## src/rtl/predictor_port_arbiter_if.sv

```systemverilog
// Bundle of requester, predictor, response and statistics signals for predictor_port_arbiter.
// The arbiter uses the slave modport; the environment (requesters + predictor) uses master.
interface predictor_port_arbiter_if #(
  parameter int ADDR_WIDTH = 1,
  parameter int CNT_WIDTH  = 32
);
  logic                  req0_valid;
  logic [ADDR_WIDTH-1:0] req0_address;
  logic                  req0_result;
  logic                  req0_ready;
  logic                  req1_valid;
  logic [ADDR_WIDTH-1:0] req1_address;
  logic                  req1_result;
  logic                  req1_ready;
  logic                  pred_enable;
  logic [ADDR_WIDTH-1:0] pred_branch_address;
  logic                  pred_branch_result;
  logic                  pred_prediction;
  logic                  resp_valid;
  logic                  resp_id;
  logic                  resp_prediction;
  logic                  resp_hit;
  logic                  clear_stats;
  logic [CNT_WIDTH-1:0]  hits0;
  logic [CNT_WIDTH-1:0]  misses0;
  logic [CNT_WIDTH-1:0]  hits1;
  logic [CNT_WIDTH-1:0]  misses1;

  modport master (
    output req0_valid, req0_address, req0_result,
    output req1_valid, req1_address, req1_result,
    output pred_prediction, clear_stats,
    input  req0_ready, req1_ready,
    input  pred_enable, pred_branch_address, pred_branch_result,
    input  resp_valid, resp_id, resp_prediction, resp_hit,
    input  hits0, misses0, hits1, misses1
  );

  modport slave (
    input  req0_valid, req0_address, req0_result,
    input  req1_valid, req1_address, req1_result,
    input  pred_prediction, clear_stats,
    output req0_ready, req1_ready,
    output pred_enable, pred_branch_address, pred_branch_result,
    output resp_valid, resp_id, resp_prediction, resp_hit,
    output hits0, misses0, hits1, misses1
  );
endinterface

```

## src/rtl/predictor_port_arbiter.sv

```systemverilog
// Round-robin sharing of one correlating predictor between two branch requesters.
// Each accepted branch runs handshake -> ISSUE -> CAPTURE -> one-cycle response strobe.
module predictor_port_arbiter #(
  parameter int ADDR_WIDTH = 1,
  parameter int CNT_WIDTH  = 32
) (
  input logic                     clk,
  input logic                     rst,
  predictor_port_arbiter_if.slave bus
);
  typedef enum logic [1:0] {
    IDLE    = 2'd0,
    ISSUE   = 2'd1,
    CAPTURE = 2'd2
  } state_e;

  state_e                     state_q, state_d;
  logic                       last_grant_q, last_grant_d;
  logic                       id_q, id_d;
  logic [ADDR_WIDTH-1:0]      addr_q, addr_d;
  logic                       result_q, result_d;
  logic                       pred_enable_q, pred_enable_d;
  logic                       resp_valid_q, resp_valid_d;
  logic                       resp_id_q, resp_id_d;
  logic                       resp_pred_q, resp_pred_d;
  logic                       resp_hit_q, resp_hit_d;
  logic [1:0][CNT_WIDTH-1:0]  hits_q, hits_d;
  logic [1:0][CNT_WIDTH-1:0]  misses_q, misses_d;
  logic                       grant_s;
  logic                       ready0_s;
  logic                       ready1_s;

  function automatic logic [CNT_WIDTH-1:0] sat_inc(input logic [CNT_WIDTH-1:0] v);
    if (v == {CNT_WIDTH{1'b1}}) begin
      return v;
    end else begin
      return v + CNT_WIDTH'(1);
    end
  endfunction

  // Grant selection; ready is combinational and only offered in IDLE outside reset
  always_comb begin
    grant_s  = 1'b0;
    ready0_s = 1'b0;
    ready1_s = 1'b0;
    if (rst && (state_q == IDLE)) begin
      if (bus.req0_valid && bus.req1_valid) begin
        grant_s = ~last_grant_q;
      end else begin
        grant_s = bus.req1_valid;
      end
      ready0_s = bus.req0_valid & ~grant_s;
      ready1_s = bus.req1_valid & grant_s;
    end else begin
      grant_s = 1'b0;
    end
  end

  // FSM next state, branch latch (which doubles as the predictor drive) and response
  always_comb begin
    state_d       = state_q;
    last_grant_d  = last_grant_q;
    id_d          = id_q;
    addr_d        = addr_q;
    result_d      = result_q;
    pred_enable_d = 1'b0;
    resp_valid_d  = 1'b0;
    resp_id_d     = resp_id_q;
    resp_pred_d   = resp_pred_q;
    resp_hit_d    = resp_hit_q;
    case (state_q)
      IDLE: begin
        if (ready0_s || ready1_s) begin
          state_d       = ISSUE;
          last_grant_d  = grant_s;
          id_d          = grant_s;
          addr_d        = grant_s ? bus.req1_address : bus.req0_address;
          result_d      = grant_s ? bus.req1_result : bus.req0_result;
          pred_enable_d = 1'b1;
        end else begin
          state_d = IDLE;
        end
      end
      ISSUE: begin
        state_d = CAPTURE;
      end
      CAPTURE: begin
        state_d      = IDLE;
        resp_valid_d = 1'b1;
        resp_id_d    = id_q;
        resp_pred_d  = bus.pred_prediction;
        resp_hit_d   = bus.pred_prediction ~^ result_q;
      end
      default: begin
        state_d = IDLE;
      end
    endcase
  end

  // Statistics: clear wins over the increment scored on the response cycle
  always_comb begin
    hits_d   = hits_q;
    misses_d = misses_q;
    if (bus.clear_stats) begin
      hits_d   = '0;
      misses_d = '0;
    end else if (resp_valid_q) begin
      if (resp_hit_q) begin
        hits_d[resp_id_q] = sat_inc(hits_q[resp_id_q]);
      end else begin
        misses_d[resp_id_q] = sat_inc(misses_q[resp_id_q]);
      end
    end else begin
      hits_d   = hits_q;
      misses_d = misses_q;
    end
  end

  // State and output registers; reset drops any in-flight branch
  always_ff @(posedge clk or negedge rst) begin
    if (!rst) begin
      state_q       <= IDLE;
      last_grant_q  <= 1'b1;
      id_q          <= 1'b0;
      addr_q        <= '0;
      result_q      <= 1'b0;
      pred_enable_q <= 1'b0;
      resp_valid_q  <= 1'b0;
      resp_id_q     <= 1'b0;
      resp_pred_q   <= 1'b0;
      resp_hit_q    <= 1'b0;
      hits_q        <= '0;
      misses_q      <= '0;
    end else begin
      state_q       <= state_d;
      last_grant_q  <= last_grant_d;
      id_q          <= id_d;
      addr_q        <= addr_d;
      result_q      <= result_d;
      pred_enable_q <= pred_enable_d;
      resp_valid_q  <= resp_valid_d;
      resp_id_q     <= resp_id_d;
      resp_pred_q   <= resp_pred_d;
      resp_hit_q    <= resp_hit_d;
      hits_q        <= hits_d;
      misses_q      <= misses_d;
    end
  end

  assign bus.req0_ready          = ready0_s;
  assign bus.req1_ready          = ready1_s;
  assign bus.pred_enable         = pred_enable_q;
  assign bus.pred_branch_address = addr_q;
  assign bus.pred_branch_result  = result_q;
  assign bus.resp_valid          = resp_valid_q;
  assign bus.resp_id             = resp_id_q;
  assign bus.resp_prediction     = resp_pred_q;
  assign bus.resp_hit            = resp_hit_q;
  assign bus.hits0               = hits_q[0];
  assign bus.misses0             = misses_q[0];
  assign bus.hits1               = hits_q[1];
  assign bus.misses1             = misses_q[1];
endmodule

```

## src/flat_wrapper.sv

```systemverilog
// flat-port wrapper written by rule: the top's interface ports become plain ports
module predictor_port_arbiter_flat 
#(
  parameter int ADDR_WIDTH = 1,
  parameter int CNT_WIDTH  = 32
)
  (clk, rst, bus_req0_valid, bus_req0_address, bus_req0_result, bus_req1_valid, bus_req1_address, bus_req1_result, bus_pred_prediction, bus_clear_stats, bus_req0_ready, bus_req1_ready, bus_pred_enable, bus_pred_branch_address, bus_pred_branch_result, bus_resp_valid, bus_resp_id, bus_resp_prediction, bus_resp_hit, bus_hits0, bus_misses0, bus_hits1, bus_misses1);
  predictor_port_arbiter_if #(.ADDR_WIDTH(ADDR_WIDTH), .CNT_WIDTH(CNT_WIDTH)) bus_i ();
  input logic clk;
  input logic rst;
  input wire logic [$bits(bus_i.req0_valid)-1:0] bus_req0_valid;
  input wire logic [$bits(bus_i.req0_address)-1:0] bus_req0_address;
  input wire logic [$bits(bus_i.req0_result)-1:0] bus_req0_result;
  input wire logic [$bits(bus_i.req1_valid)-1:0] bus_req1_valid;
  input wire logic [$bits(bus_i.req1_address)-1:0] bus_req1_address;
  input wire logic [$bits(bus_i.req1_result)-1:0] bus_req1_result;
  input wire logic [$bits(bus_i.pred_prediction)-1:0] bus_pred_prediction;
  input wire logic [$bits(bus_i.clear_stats)-1:0] bus_clear_stats;
  output wire logic [$bits(bus_i.req0_ready)-1:0] bus_req0_ready;
  output wire logic [$bits(bus_i.req1_ready)-1:0] bus_req1_ready;
  output wire logic [$bits(bus_i.pred_enable)-1:0] bus_pred_enable;
  output wire logic [$bits(bus_i.pred_branch_address)-1:0] bus_pred_branch_address;
  output wire logic [$bits(bus_i.pred_branch_result)-1:0] bus_pred_branch_result;
  output wire logic [$bits(bus_i.resp_valid)-1:0] bus_resp_valid;
  output wire logic [$bits(bus_i.resp_id)-1:0] bus_resp_id;
  output wire logic [$bits(bus_i.resp_prediction)-1:0] bus_resp_prediction;
  output wire logic [$bits(bus_i.resp_hit)-1:0] bus_resp_hit;
  output wire logic [$bits(bus_i.hits0)-1:0] bus_hits0;
  output wire logic [$bits(bus_i.misses0)-1:0] bus_misses0;
  output wire logic [$bits(bus_i.hits1)-1:0] bus_hits1;
  output wire logic [$bits(bus_i.misses1)-1:0] bus_misses1;
  assign bus_i.req0_valid = bus_req0_valid;
  assign bus_i.req0_address = bus_req0_address;
  assign bus_i.req0_result = bus_req0_result;
  assign bus_i.req1_valid = bus_req1_valid;
  assign bus_i.req1_address = bus_req1_address;
  assign bus_i.req1_result = bus_req1_result;
  assign bus_i.pred_prediction = bus_pred_prediction;
  assign bus_i.clear_stats = bus_clear_stats;
  assign bus_req0_ready = bus_i.req0_ready;
  assign bus_req1_ready = bus_i.req1_ready;
  assign bus_pred_enable = bus_i.pred_enable;
  assign bus_pred_branch_address = bus_i.pred_branch_address;
  assign bus_pred_branch_result = bus_i.pred_branch_result;
  assign bus_resp_valid = bus_i.resp_valid;
  assign bus_resp_id = bus_i.resp_id;
  assign bus_resp_prediction = bus_i.resp_prediction;
  assign bus_resp_hit = bus_i.resp_hit;
  assign bus_hits0 = bus_i.hits0;
  assign bus_misses0 = bus_i.misses0;
  assign bus_hits1 = bus_i.hits1;
  assign bus_misses1 = bus_i.misses1;
  predictor_port_arbiter #(.ADDR_WIDTH(ADDR_WIDTH), .CNT_WIDTH(CNT_WIDTH)) u_core (.clk(clk), .rst(rst), .bus(bus_i));
endmodule
```

## config.mk

```make
export PLATFORM = sky130hd
export DESIGN_NAME = predictor_port_arbiter_flat
export DESIGN_NICKNAME = d
export VERILOG_FILES = /design/src/rtl/predictor_port_arbiter_if.sv /design/src/rtl/predictor_port_arbiter.sv /design/src/flat_wrapper.sv
export SDC_FILE = /design/constraint.sdc
export NUM_CORES = 1
export LEC_CHECK = 0
export CAP_MARGIN = 20
export CORE_MARGIN = 2
export CORE_UTILIZATION = 57
export DETAILED_ROUTE_END_ITERATION = 8
export HOLD_SLACK_MARGIN = 0.06
export PLACE_DENSITY = 0.95
export SYNTH_ARGS = -nofsm -noshare
export SYNTH_HDL_FRONTEND = slang
export SYNTH_SLANG_ARGS = --single-unit
```

## constraint.sdc

```tcl
create_clock -name clk -period 5.85 [get_ports clk]
set_clock_uncertainty 0.15 [all_clocks]
set_input_delay 1.17 -clock clk [delete_from_list [all_inputs] [get_ports clk]]
set_output_delay 1.17 -clock clk [all_outputs]
set_load 0.02 [all_outputs]
```

==> results.toml <==
[yosys]
synth_xor_xnor_area_share_pct = 8.52
synth_fa_ha_area_share_pct = 0.312
netlist_area_mm2 = 0.00802
synth_simple_gate_area_share_pct = 25.0
ys_ff_latch = 138
post_synth.cell_area_avg_um2 = 9.22
netlist-cell-type-count = 73
synth_top_family_by_area = "simple AND/OR/NAND/NOR gates"
postSynthCellCount = 869
ys_top_cells_by_area = "dfrtp_1, xor2_1, nor2_1"
ys_top_cells_by_count = "dfrtp_1, nor2_1, nand2_1, xor2_1, o211ai_1"
syn-num-nets = 881
synth_top_area_share_pct = 42.8
synthMuxAreaShare_pct = 2.81
synth_flop_cell = "dfrtp_1"
synth_enable_flop_cells = 0
yosys_warnings = 0
synth_largest_area_cell = "dfrtp_1"
yosysSeqAreaShare_pct = 43.1
synth-async-reset-ratio_pct = 100
post-synth-top-count-cell = "dfrtp_1"
fraction_of_the_mapped_netlist_area_in_compound_gates_pct = 16.9

[global_routing]
grt_first_pass_wirelength_um = 36900
antenna_violations_before_repair = 0
grt_start_max_net_pins = 87
grt.total_usage_pct = 31.3
groute.layer.met3.usage_pct = 7.25
grt_most_used_layer = "met2"
grt_use_met1_pct = 40.2
grt_util_met2_pct = 50.7
grt_pass1_vias = 7302
globalRouteOverflowTotal = 0

[worst_setup_path]
worst_setup_path_start_kind = "primary input"
critical_path.n_buffers_inverters = 3
cpMaxStageDelayCell = "clkdlybuf4s50_1"
crit_path_frequent_cell = "clkdlybuf4s50_1"
end_kind = "primary output"
timing.critical_path.cells = "clkdlybuf4s50_1 > a21boi_0 > nand2_1 > inv_1 > clkdlybuf4s50_1"
cpLargestDelayFamily = "buffers and inverters"
path_max_fanout = 8
critPathRequiredTime_ns = 4.53
setup.worst_path.class = "primary input to primary output"
max_stage_delay_ns = 0.60
cp.arrival_ns = 2.80

[routing]
vias = 7785
routedWlPerCell_um = 19.5
vias_per_cell = 6.55
detail_route.first_pass.iterations = 5
post-route-drc-count = 0
final_antenna_violating_net_count = 0
detailed_router_s_first_iteration_violation_count = 904
postRouteWirelength_um = 23200

[final_layout]
register_area_mm2 = 0.00346
fillers = 934
antenna_cells_inserted = 0
core_util_final_pct = 74.2
finish.cell_count_without_fillers = 1189
finish.net_count = 1008
multi_input_gate_area_in_the_final_layout_mm2 = 0.00429
syn2layout_area_growth_pct = 27.9
drive_gt1_share_pct = 7.73

[die]
die_area_mm2 = 0.0150
floorplan.die.height_um = 123
core_region_area_mm2 = 0.0138
rows = 43
initial_cell_density_of_the_core_pct = 58.0
design.portCount = 147
fp.dieW_um = 123

[min_path]
hold_path.class = "register to register"

[power_and_ir_drop]
p_int_mw = 1.95
power_frac_comb_pct = 13.3
power.share.sequential_pct = 39.7
report.power.total_mw = 2.65
power_leakage_nw = 4.04
clock_power_share_pct = 47.0
ir_drop_uv = 214
power_per_cell_area_mw_per_mm2 = 258
power_switching_mw = 0.698
power.switching_fraction_pct = 26.4

[placement]
finalWeightedCongestion = 0.960
post_placement_cell_count = 1155
port_buffers = 146
detailed_place_hpwl_um = 15100

[timing]
achievable-frequency_mhz = 243
post-route-min-period_ns = 4.12
max-slew-margin-rel_pct = 34.8
setup_violations = 0
period_share_pct = 70.5
unrepaired_setup_endpoints_after_global_routing = "false"
tightest_slew_ns = 0.978
hold_violations = 0
final-max-slew-violation-count = 0
setup_tns_ns = 0

[clock_network]
clk_pin_slew_ns = 0.06
hold_buffers = 0
post_cts_sizing = 0
clkSinkCount = 138
cts_buffers = 17
post_cts.repair.setup_buffers = 0
clkLatencyLatePin_ns = 0.43
cts.root.buffer_cell = "clkbuf_16"
clock_path_buffers = 2
tritoncts = "yes"
htree_num_levels = 4

[flow_run]
max-cap-violations = 0

[outcome]
status = "finished, final reports clean"
[routing by layer]
| layer | vias to the layer above | routed length, um |
|---|---|---|
| li1 | 3451 | - |
| met5 | - | 0 |
| met1 | 3745 | 8860 |
| met4 | 0 | 752 |
| met3 | 87 | 2270 |
| met2 | 502 | 11300 |
[cells in the final DEF, fill, tap and decap left out, types with 5 or more instances in the layout]
| cell | Yosys | final |
|---|---|---|
| inv_1 | 10 | 10 |
| nor2b_1 | 10 | 10 |
| nand4b_1 | 5 | 5 |
| dfrtp_1 | 137 | 136 |
| o21ai_1 | 8 | 8 |
| buf_4 | 3 | 12 |
| clkdlybuf4s50_1 | 0 | 144 |
| and2_1 | 6 | 6 |
| and4_1 | 9 | 9 |
| or4_1 | 12 | 12 |
| and3b_1 | 6 | 6 |
| o22ai_1 | 7 | 7 |
| bufinv_16 | 0 | 6 |
| clkbuf_16 | 0 | 17 |
| a22oi_1 | 5 | 5 |
| mux2_2 | 11 | 11 |
| or3_1 | 24 | 24 |
| nand2b_1 | 7 | 7 |
| o21ai_0 | 43 | 43 |
| o31ai_1 | 6 | 6 |
| nand3b_1 | 14 | 14 |
| o211ai_1 | 45 | 45 |
| xor2_1 | 50 | 50 |
| nand3_1 | 43 | 43 |
| nand4_1 | 12 | 12 |
| nor2_1 | 104 | 104 |
| and4b_1 | 6 | 6 |
| and3_1 | 11 | 11 |
| nor4_1 | 13 | 13 |
| nor3_1 | 11 | 11 |
| xnor2_1 | 28 | 28 |
| nor4b_1 | 6 | 6 |
| a21oi_1 | 41 | 41 |
| nand2_1 | 54 | 54 |
| mux2i_1 | 9 | 9 |
[layout make-up]
cell class / instances / share of cell area [%]
Multi-Input combinational cell: 670 / 41.8
Sequential cell: 138 / 33.7
Clock inverter: 12 / 2.12
Clock buffer: 20 / 4.55
Inverter: 10 / 0.366
Timing Repair Buffer: 159 / 15.2
Tap cell: 180 / 2.20
[flip-flops by register name (all words and copies together), names as in the netlist]
| name | cells |
|---|---|
| u_core.state_q | 2 |
| u_core.bus.resp_hit | 1 |
| u_core.bus.resp_valid | 1 |
| u_core.bus.hits1 | 32 |
| u_core.bus.pred_branch_address | 1 |
| u_core.last_grant_q | 1 |
| u_core.bus.misses1 | 32 |
| u_core.bus.resp_prediction | 1 |
| u_core.bus.pred_branch_result | 1 |
| u_core.bus.misses0 | 32 |
| u_core.bus.resp_id | 1 |
| u_core.bus.hits0 | 32 |
| u_core.id_q | 1 |
[worst reg2reg max path: stages (launching register included)]
cell and delay, ns:
dfrtp_2 0.75, buf_4 0.58, mux2_2 0.31, ha_1 0.21, o21a_1 0.29, nand4_2 0.45, buf_4 0.42, nor4b_2 0.45
a311oi_1 0.16, a41o_1 0.24
[power groups by stage]
stage          combinational (mW)  sequential, mW  clock (mW)
6_report                    0.352            1.05        1.25
3_3_place_gp                0.333            1.06           0
4_1_cts                     0.344            1.05        1.25
3_5_place_dp                0.340            1.07           0
5_1_grt                     0.375            1.06        1.29
2_1_floorplan               0.239            1.06           0
[logic make-up (layout without fill, tap and decap cells)]
family / count (synthesis) / in the layout
compound gates: 201 / 201
xor+xnor: 78 / 78
fa+ha+maj: 2 / 2
buf+inv: 61 / 201
flops: 138 / 138
mux: 21 / 21
simple gates: 368 / 368
[worst paths after layout]
path                                                      end                       startpoint  cells after the start  slack, ns
setup / recovery                               bus_req1_ready                   bus_req1_valid                      5       1.73
hold / removal                u_core.last_grant_q$_DFFE_PN1P_  u_core.last_grant_q$_DFFE_PN1P_                      2       0.31
setup reg to reg             u_core.bus.hits0[26]$_DFFE_PN0P_   u_core.bus.resp_id$_DFFE_PN0P_                      9       1.74
hold reg to reg               u_core.last_grant_q$_DFFE_PN1P_  u_core.last_grant_q$_DFFE_PN1P_                      2       0.31
max in group asynchronous    u_core.bus.hits0[13]$_DFFE_PN0P_                              rst                      2       3.99
min in group asynchronous  u_core.bus.misses0[23]$_DFFE_PN0P_                              rst                      1       0.49
[stage by stage]
stage	area [um^2]	setup slack, ns	hold slack [ns]
floorplan	8020	1.98	0.277
global placement	9550	1.77	0.293
detailed placement	9550	1.72	0.300
CTS	10200	1.69	0.309
global route	10300	1.52	0.322
finish	10300	1.73	0.310
(Power assumes the default switching activity.)
